`src/rtl/gray_updown_counter_if.sv`:
```
// rtl/gray_updown_counter_if.sv - control/status bundle for the Gray up/down counter
interface gray_updown_counter_if #(
  parameter int WIDTH = 3
);
  logic             En;
  logic             Dir;
  logic             Load;
  logic [WIDTH-1:0] LoadVal;
  logic             ClrFlags;
  logic [WIDTH-1:0] Output;
  logic [WIDTH-1:0] BinOut;
  logic             Overflow;
  logic             Underflow;
  logic             WrapPulse;

  modport master (
    output En, Dir, Load, LoadVal, ClrFlags,
    input  Output, BinOut, Overflow, Underflow, WrapPulse
  );

  modport slave (
    input  En, Dir, Load, LoadVal, ClrFlags,
    output Output, BinOut, Overflow, Underflow, WrapPulse
  );
endinterface

```
`src/rtl/gray_updown_counter.sv`:
```
// rtl/gray_updown_counter.sv - WIDTH-bit up/down Gray counter with load, sticky wrap flags, optional saturation
// Binary count is the state; Gray is encoded from the next binary value so both outputs come straight from flops.
module gray_updown_counter #(
  parameter int WIDTH    = 3,
  parameter int SATURATE = 0,
  parameter int INIT     = 0
) (
  input logic                  Clk,
  input logic                  Reset,
  gray_updown_counter_if.slave bus
);
  localparam logic [WIDTH-1:0] MAX_VAL  = '1;
  localparam logic [WIDTH-1:0] INIT_VAL = WIDTH'(INIT);

  logic [WIDTH-1:0] bin_q, bin_d;
  logic [WIDTH-1:0] gray_q, gray_d;
  logic             ovf_q, ovf_d;
  logic             unf_q, unf_d;
  logic             wrap_q, wrap_d;

  always_comb begin
    // Clearing first lets an event on the same edge re-set its own flag.
    bin_d  = bin_q;
    ovf_d  = ovf_q & ~bus.ClrFlags;
    unf_d  = unf_q & ~bus.ClrFlags;
    wrap_d = 1'b0;
    if (bus.Load) begin
      bin_d = bus.LoadVal;
    end else if (bus.En) begin
      if (bus.Dir) begin
        if (bin_q == MAX_VAL) begin
          ovf_d  = 1'b1;
          wrap_d = 1'b1;
          bin_d  = (SATURATE != 0) ? MAX_VAL : '0;
        end else begin
          bin_d = bin_q + WIDTH'(1);
        end
      end else begin
        if (bin_q == '0) begin
          unf_d  = 1'b1;
          wrap_d = 1'b1;
          bin_d  = (SATURATE != 0) ? '0 : MAX_VAL;
        end else begin
          bin_d = bin_q - WIDTH'(1);
        end
      end
    end
    gray_d = bin_d ^ (bin_d >> 1);
  end

  always_ff @(posedge Clk) begin
    if (Reset) begin
      bin_q  <= INIT_VAL;
      gray_q <= INIT_VAL ^ (INIT_VAL >> 1);
      ovf_q  <= 1'b0;
      unf_q  <= 1'b0;
      wrap_q <= 1'b0;
    end else begin
      bin_q  <= bin_d;
      gray_q <= gray_d;
      ovf_q  <= ovf_d;
      unf_q  <= unf_d;
      wrap_q <= wrap_d;
    end
  end

  assign bus.BinOut    = bin_q;
  assign bus.Output    = gray_q;
  assign bus.Overflow  = ovf_q;
  assign bus.Underflow = unf_q;
  assign bus.WrapPulse = wrap_q;
endmodule
```
`src/flat_wrapper.sv`:
```
// flat-port wrapper written by rule: the top's interface ports become plain ports
module gray_updown_counter_flat 
#(
  parameter int WIDTH    = 3,
  parameter int SATURATE = 0,
  parameter int INIT     = 0
)
  (Clk, Reset, bus_En, bus_Dir, bus_Load, bus_LoadVal, bus_ClrFlags, bus_Output, bus_BinOut, bus_Overflow, bus_Underflow, bus_WrapPulse);
  gray_updown_counter_if #(.WIDTH(WIDTH)) bus_i ();
  input logic Clk;
  input logic Reset;
  input wire logic [$bits(bus_i.En)-1:0] bus_En;
  input wire logic [$bits(bus_i.Dir)-1:0] bus_Dir;
  input wire logic [$bits(bus_i.Load)-1:0] bus_Load;
  input wire logic [$bits(bus_i.LoadVal)-1:0] bus_LoadVal;
  input wire logic [$bits(bus_i.ClrFlags)-1:0] bus_ClrFlags;
  output wire logic [$bits(bus_i.Output)-1:0] bus_Output;
  output wire logic [$bits(bus_i.BinOut)-1:0] bus_BinOut;
  output wire logic [$bits(bus_i.Overflow)-1:0] bus_Overflow;
  output wire logic [$bits(bus_i.Underflow)-1:0] bus_Underflow;
  output wire logic [$bits(bus_i.WrapPulse)-1:0] bus_WrapPulse;
  assign bus_i.En = bus_En;
  assign bus_i.Dir = bus_Dir;
  assign bus_i.Load = bus_Load;
  assign bus_i.LoadVal = bus_LoadVal;
  assign bus_i.ClrFlags = bus_ClrFlags;
  assign bus_Output = bus_i.Output;
  assign bus_BinOut = bus_i.BinOut;
  assign bus_Overflow = bus_i.Overflow;
  assign bus_Underflow = bus_i.Underflow;
  assign bus_WrapPulse = bus_i.WrapPulse;
  gray_updown_counter #(.WIDTH(WIDTH), .SATURATE(SATURATE), .INIT(INIT)) u_core (.Clk(Clk), .Reset(Reset), .bus(bus_i));
endmodule
```
`config.mk`:
```
export PLATFORM = sky130hd
export DESIGN_NAME = gray_updown_counter_flat
export DESIGN_NICKNAME = d
export VERILOG_FILES = /design/src/rtl/gray_updown_counter_if.sv /design/src/rtl/gray_updown_counter.sv /design/src/flat_wrapper.sv
export SDC_FILE = /design/constraint.sdc
export NUM_CORES = 1
export LEC_CHECK = 0
export CORE_AREA = 3 3 40 42
export DETAILED_ROUTE_END_ITERATION = 6
export DIE_AREA = 0 0 43 45
export PLACE_DENSITY_LB_ADDON = 0.08
export SYNTH_ARGS = -nofsm -noshare
export SYNTH_HDL_FRONTEND = slang
export SYNTH_SLANG_ARGS = --single-unit
```
`constraint.sdc`:
```
create_clock -name Clk -period 2 [get_ports Clk]
set_clock_uncertainty 0.15 [all_clocks]
set_input_delay 0.3 -clock Clk [delete_from_list [all_inputs] [get_ports Clk]]
set_output_delay 0.3 -clock Clk [all_outputs]
set_load 0.01 [all_outputs]
```
* After elaboration in Yosys (flattened, before gate mapping)
Cells that the tools add are included.
** Operators by class
- $add $sub $neg :: 2
- Multiply operators :: 0
- Divide/modulo/power cells :: 0
- Magnitude comparators :: 0
- Equal/unequal tests :: 1
- Shift operators :: 0
- Multiplexer cells :: 16
- Bitwise operators :: 5
- Reduce and logical (&&, ||, !) cells :: 2
** Operator list (number)
- two-way mux 3 bit :: 5
- two-way mux 1 bit :: 11
- adder 3 x 1 -> 3 bit, second input constant :: 1
- equality test 3 bit, second input constant :: 1
- zero test 3 bit :: 1
- OR reduction 3 bit :: 1
- subtractor 3 x 1 -> 3 bit, second input constant :: 1
- XOR 3 x 2 -> 3 bit :: 1
- AND 1 bit :: 2
- inverter 1 bit :: 2
** Word-level totals
- Flip-flop bits (word level) :: 9
- Latch bits :: 0
- Memory bits (writable) :: 0
- Bits in read-only memories :: 0
- Input bits :: 9
- Output and inout bits :: 9
- Memories :: 0

* Longest topological paths before layout
- Depth in word-level cells :: 6
- Depth in mapped cells :: 6
- Depth with buffers taken out :: 6

* Least setup slack after synthesis
No wires, ideal clock.
- Path kind :: reg2reg
- Start point :: reg u_core.bin_q[0] (netlist: u_core.bus.BinOut[0])
- End point :: reg u_core.gray_q[0] (netlist: u_core.bus.Output[0])
- Arrival time :: 1.521 ns
- Data required time :: 1.778 ns
- Setup slack :: 0.258 ns
- Stages on the path, launching flop included :: 7
- Buffers on the path :: 0
- Cell sequence :: dfxtp_1 inv_1 ha_1 xnor2_1 a221o_1 or2_0 mux2i_1
** On the way
- Word-level cells in the longest chain between the ends :: 6
- Elaborated cells between the ends (all ways) :: 10
- Classes of those cells :: 2 x add/sub; 1 x eq/ne; 5 x mux; 1 x bitwise; 1 x reduce/logical
** RTL lines
- start: declaration :: line gray_updown_counter.sv:15 : logic [WIDTH-1:0] bin_q, bin_d;
- start signal: assignment :: line gray_updown_counter.sv:59 : bin_q <= bin_d;
- subtractor 3 x 1 -> 3 bit (tied with other cells) :: line gray_updown_counter.sv:44 : bin_d = bin_q - WIDTH'(1);
- two-way mux 3 bit (on tied branches) :: line gray_updown_counter.sv:39, gray_updown_counter.sv:31
- two-way mux 3 bit :: line gray_updown_counter.sv:30 : if (bus.Dir) begin
- two-way mux 3 bit (*) :: line gray_updown_counter.sv:29 : end else if (bus.En) begin
- two-way mux 3 bit (*) :: line gray_updown_counter.sv:27 : if (bus.Load) begin
- XOR 3 x 2 -> 3 bit (*) :: line gray_updown_counter.sv:48 : gray_d = bin_d ^ (bin_d >> 1);
- end signal: assignment :: line gray_updown_counter.sv:54 : gray_q <= INIT_VAL ^ (INIT_VAL >> 1);
- end signal: assignment :: line gray_updown_counter.sv:60 : gray_q <= gray_d;
- end: declaration :: line gray_updown_counter.sv:16 : logic [WIDTH-1:0] gray_q, gray_d;
Mark *: on every way between the ends. The rest lies on a longest branch, timed or not.
A chain may end at the register's enable or synchronous reset.

* Final worst setup path
Ends and elaborated chain as after synthesis.

==> impl_metrics.ini <==
[clock_tree]
path_clk_slew_ns = 0.05
clock_buffers_created_by_tritoncts = 3
tritoncts_clock_tree = yes
count_of_buffers_added_by_post_cts_timing_repair_for_setup = 0
worstSkewPairLatency_ns = 0.25
cts.sink_count = 8
postCtsResizedCells = 0
ctsRootBufferMaster = sky130_fd_sc_hd__clkbuf_4
deepest_level_of_the_cts_h_tree = 1
clk_path_buf_depth = 2
ctsHoldBuffers = 0

[timing]
finalHoldViolCount = 0
max_slew_margin_pct = 80.08
max_clock_freq_ghz = 0.5520
timing_worst_slew_pin_value_ns = 0.2978
post_route_minimum_period_ns = 1.812
timing.final.max_slew_violations = 0
setup-violations-final = 0
layout_setup_ws_ns = 0.1883
finalHoldWorstSlack_ns = 0.3319
grt_setup_unrepaired = no
timing.setup.tns_ns = 0
post-route-period-util_pct = 90.58

[flow_run]
maxCapViolCount = 0

[global_route]
grt_overflow_total = 0
global_route.usage.total_pct = 10.77
grt_first_pass_wirelength_um = 1538
grt_start_max_net_pins = 9
grt_antenna_before_repair = 0
grt_pass1_vias = 360

[worst_setup_path]
critical-path-slowest-cell = sky130_fd_sc_hd__dfxtp_1
path_max_fanout = 4
cp_slowest_stage_delay_ns = 0.38
reg2reg_to = u_core.bus.Output[0]$_SDFF_PP0_
endpoint_kind_of_the_worst_setup_timing_path = flop
cp_data_arrival_time_ns = 1.84
critical-path-top-delay-family = flip-flops
r2r_setup_slack_ns = 0.19
crit_buf_inv = 1
timing_worst_setup_path_type = flop to flop
timing.critical_path.cells = inv_1, ha_1, xnor2_1, a221o_1, or2_0, mux2i_1
critical_path.reg2reg.startpoint = u_core.bus.BinOut[0]$_SDFF_PP0_
required_time_of_the_critical_path_ns = 2.03
setup.worst_path.start_class = flop
reg2regPathDepth = 6

[drt]
ant_nets = 0
routed_wire_length_um = 903
detail_route.wl_per_cell_um = 11.29
drt_iter0_drc = 7
routed_via_density = 4.850
drt_pre_antenna_iters = 4
drc = 0
vias = 388

[cells_and_area]
areaGrowthSynthToFinish_pct = 46.65
finalNetCount = 80
fillerInstances = 133
antenna_cells = 0
layout_cell_share_with_drive_strength_beyond_1_pct = 7.692

[placement]
gp_congestion = 0.7670
buffer_ports.inserted = 17
worst_slack_at_placement_ns = 0.04593
detailed_place_hpwl_um = 698.6

[die]
design.die.area_um2 = 1935
floorplan.io_pins = 18
die_y_um = 45
die_x_extent_um = 43
start_util_pct = 33.40
row_count = 13
core_um2 = 1285

[hold_path]
holdCritStartpoint = u_core.bus.Overflow$_SDFF_PP0_
worstHoldEndpoint = u_core.bus.Overflow$_SDFF_PP0_
timing.hold.worst.class = flop to flop
worst_hold_path.num_cells = 2

[power]
power_density_nw_per_um2 = 635.7
post-layout-total-power_w = 0.0004001
peakVddDrop_uv = 405.7
total_leakage_power_nw = 0.2654

[status]
outcome = finished, final reports clean

[synthesis]
synth_mux_area_share_pct = 4.665
mappedNetlistArea_um2 = 429.2
adder_and_majority_gate_portion_of_the_synthesized_area_pct = 11.66
yosysWarnings = 0
netlist_instances = 46
synth_seq_cells = 8
synth_sequential_area_ratio_pct = 37.32
synthDistinctLibCells = 21
complex_gate_fraction_of_the_synthesized_area_pct = 16.91
synth_top_family_by_area = simple AND/OR/NAND/NOR gates
synthSimpleGateAreaFrac_pct = 18.66
synth_fp_nets = 59
syn_avg_cell_area_um2 = 9.330
yosys.area_share.xor_xnor_pct = 2.041
-- layout make-up --
cell class	instances	area (um2)	share of cell area, %
multi-input cells	31	231.5	36.78
repair buffers	18	177.7	28.23
flip-flops and latches	8	160.2	25.45
clock buffers	3	22.52	3.579
inverters	5	18.77	2.982
well taps	15	18.77	2.982
-- registers in the layout, summed over array words and instances (netlist names) --
| name | count |
|---|---|
| u_core.bus.BinOut | 2 |
| u_core.bus.Output | 3 |
| u_core.bus.Overflow | 1 |
| u_core.bus.Underflow | 1 |
| u_core.bus.WrapPulse | 1 |
-- kinds of logic after synthesis --
family                     count (synthesis)
AOI/OAI and AO/OA                         10
xor gates and xnor gates                   1
adders and majority gates                  4
buffers and inverters                      7
DFF                                        8
muxes                                      2
and+or+nand+nor                           14
-- worst max path at each step --
stage | start | to | slack [ns] | cells past startpoint
floorplan | u_core.bus.BinOut[0]$_SDFF_PP0_ | u_core.bus.Output[0]$_SDFF_PP0_ | 0.26 | 6
global placement | bus_Dir | u_core.bus.Output[0]$_SDFF_PP0_ | 0.07 | 5
detailed placement | bus_Dir | u_core.bus.Output[0]$_SDFF_PP0_ | 0.05 | 5
CTS | u_core.bus.BinOut[0]$_SDFF_PP0_ | u_core.bus.Output[0]$_SDFF_PP0_ | 0.16 | 6
global route | u_core.bus.BinOut[0]$_SDFF_PP0_ | u_core.bus.Output[0]$_SDFF_PP0_ | 0.05 | 6
finish | u_core.bus.BinOut[0]$_SDFF_PP0_ | u_core.bus.Output[0]$_SDFF_PP0_ | 0.19 | 6
-- worst reg2reg max path, delay by kind of cell (launching register included) --
family / cells / cell delay (ns)
muxes: 1 / 0.13
DFF: 1 / 0.38
xor gates and xnor gates: 1 / 0.13
AOI/OAI and AO/OA: 1 / 0.33
buffers and inverters: 1 / 0.10
adders and majority gates: 1 / 0.31
and+or+nand+nor: 1 / 0.22
-- metrics by stage --
step                instance area (um2)  instances  utilization, %
global placement                  606.8         77           47.22
CTS                               629.4         80           48.98
detailed placement                606.8         77           47.22
finish                            629.4         80           48.98
floorplan                         429.2         46               -
global route                      629.4         80           48.98
-- synth_stat cells, drive strengths merged --
cell type	count	share of area [%]
dfxtp	8	37
inv	5	4.4
nor2	5	4.4
a21oi	4	4.7
ha	4	12
a221o	2	4.7
a22oi	2	3.5
buf	2	4.4
mux2i	2	4.7
nor3	2	2.3
a32oi	1	2.0
and2	1	1.5
nand2b	1	1.5
nor2b	1	1.5
nor3b	1	2.9
nor4	1	1.5
o31a	1	2.0
or2	1	1.5
or2b	1	1.7
xnor2	1	2.0
-- where the power goes --
group	internal [W]	total (W)	switching, W
registers	0.000171	0.000179	0.00000810
clock network	0.0000682	0.000117	0.0000488
logic	0.0000613	0.000104	0.0000429
total	0.000300	0.000400	0.0000998
-- layer usage --
metal | track usage, % | routed length, um | up-vias
li1 | - | - | 199
met1 | 13.59 | 412 | 168
met2 | 15.87 | 371 | 21
met3 | 7.968 | 119 | 0
met4 | 0 | 0 | 0
met5 | 0 | 0 | -
-- layout by cell type (no fill, tap or decap), types with 2 or more instances in the layout --
master,instances
sky130_fd_sc_hd__clkdlybuf4s50_1,17
sky130_fd_sc_hd__dfxtp_1,8
sky130_fd_sc_hd__inv_1,5
sky130_fd_sc_hd__nor2_1,5
sky130_fd_sc_hd__a21oi_1,4
sky130_fd_sc_hd__ha_1,4
sky130_fd_sc_hd__clkbuf_4,3
sky130_fd_sc_hd__a221o_1,2
sky130_fd_sc_hd__nor3_1,2
sky130_fd_sc_hd__a22oi_1,2
sky130_fd_sc_hd__mux2i_1,2
Power figures use the tool's default switching activity.
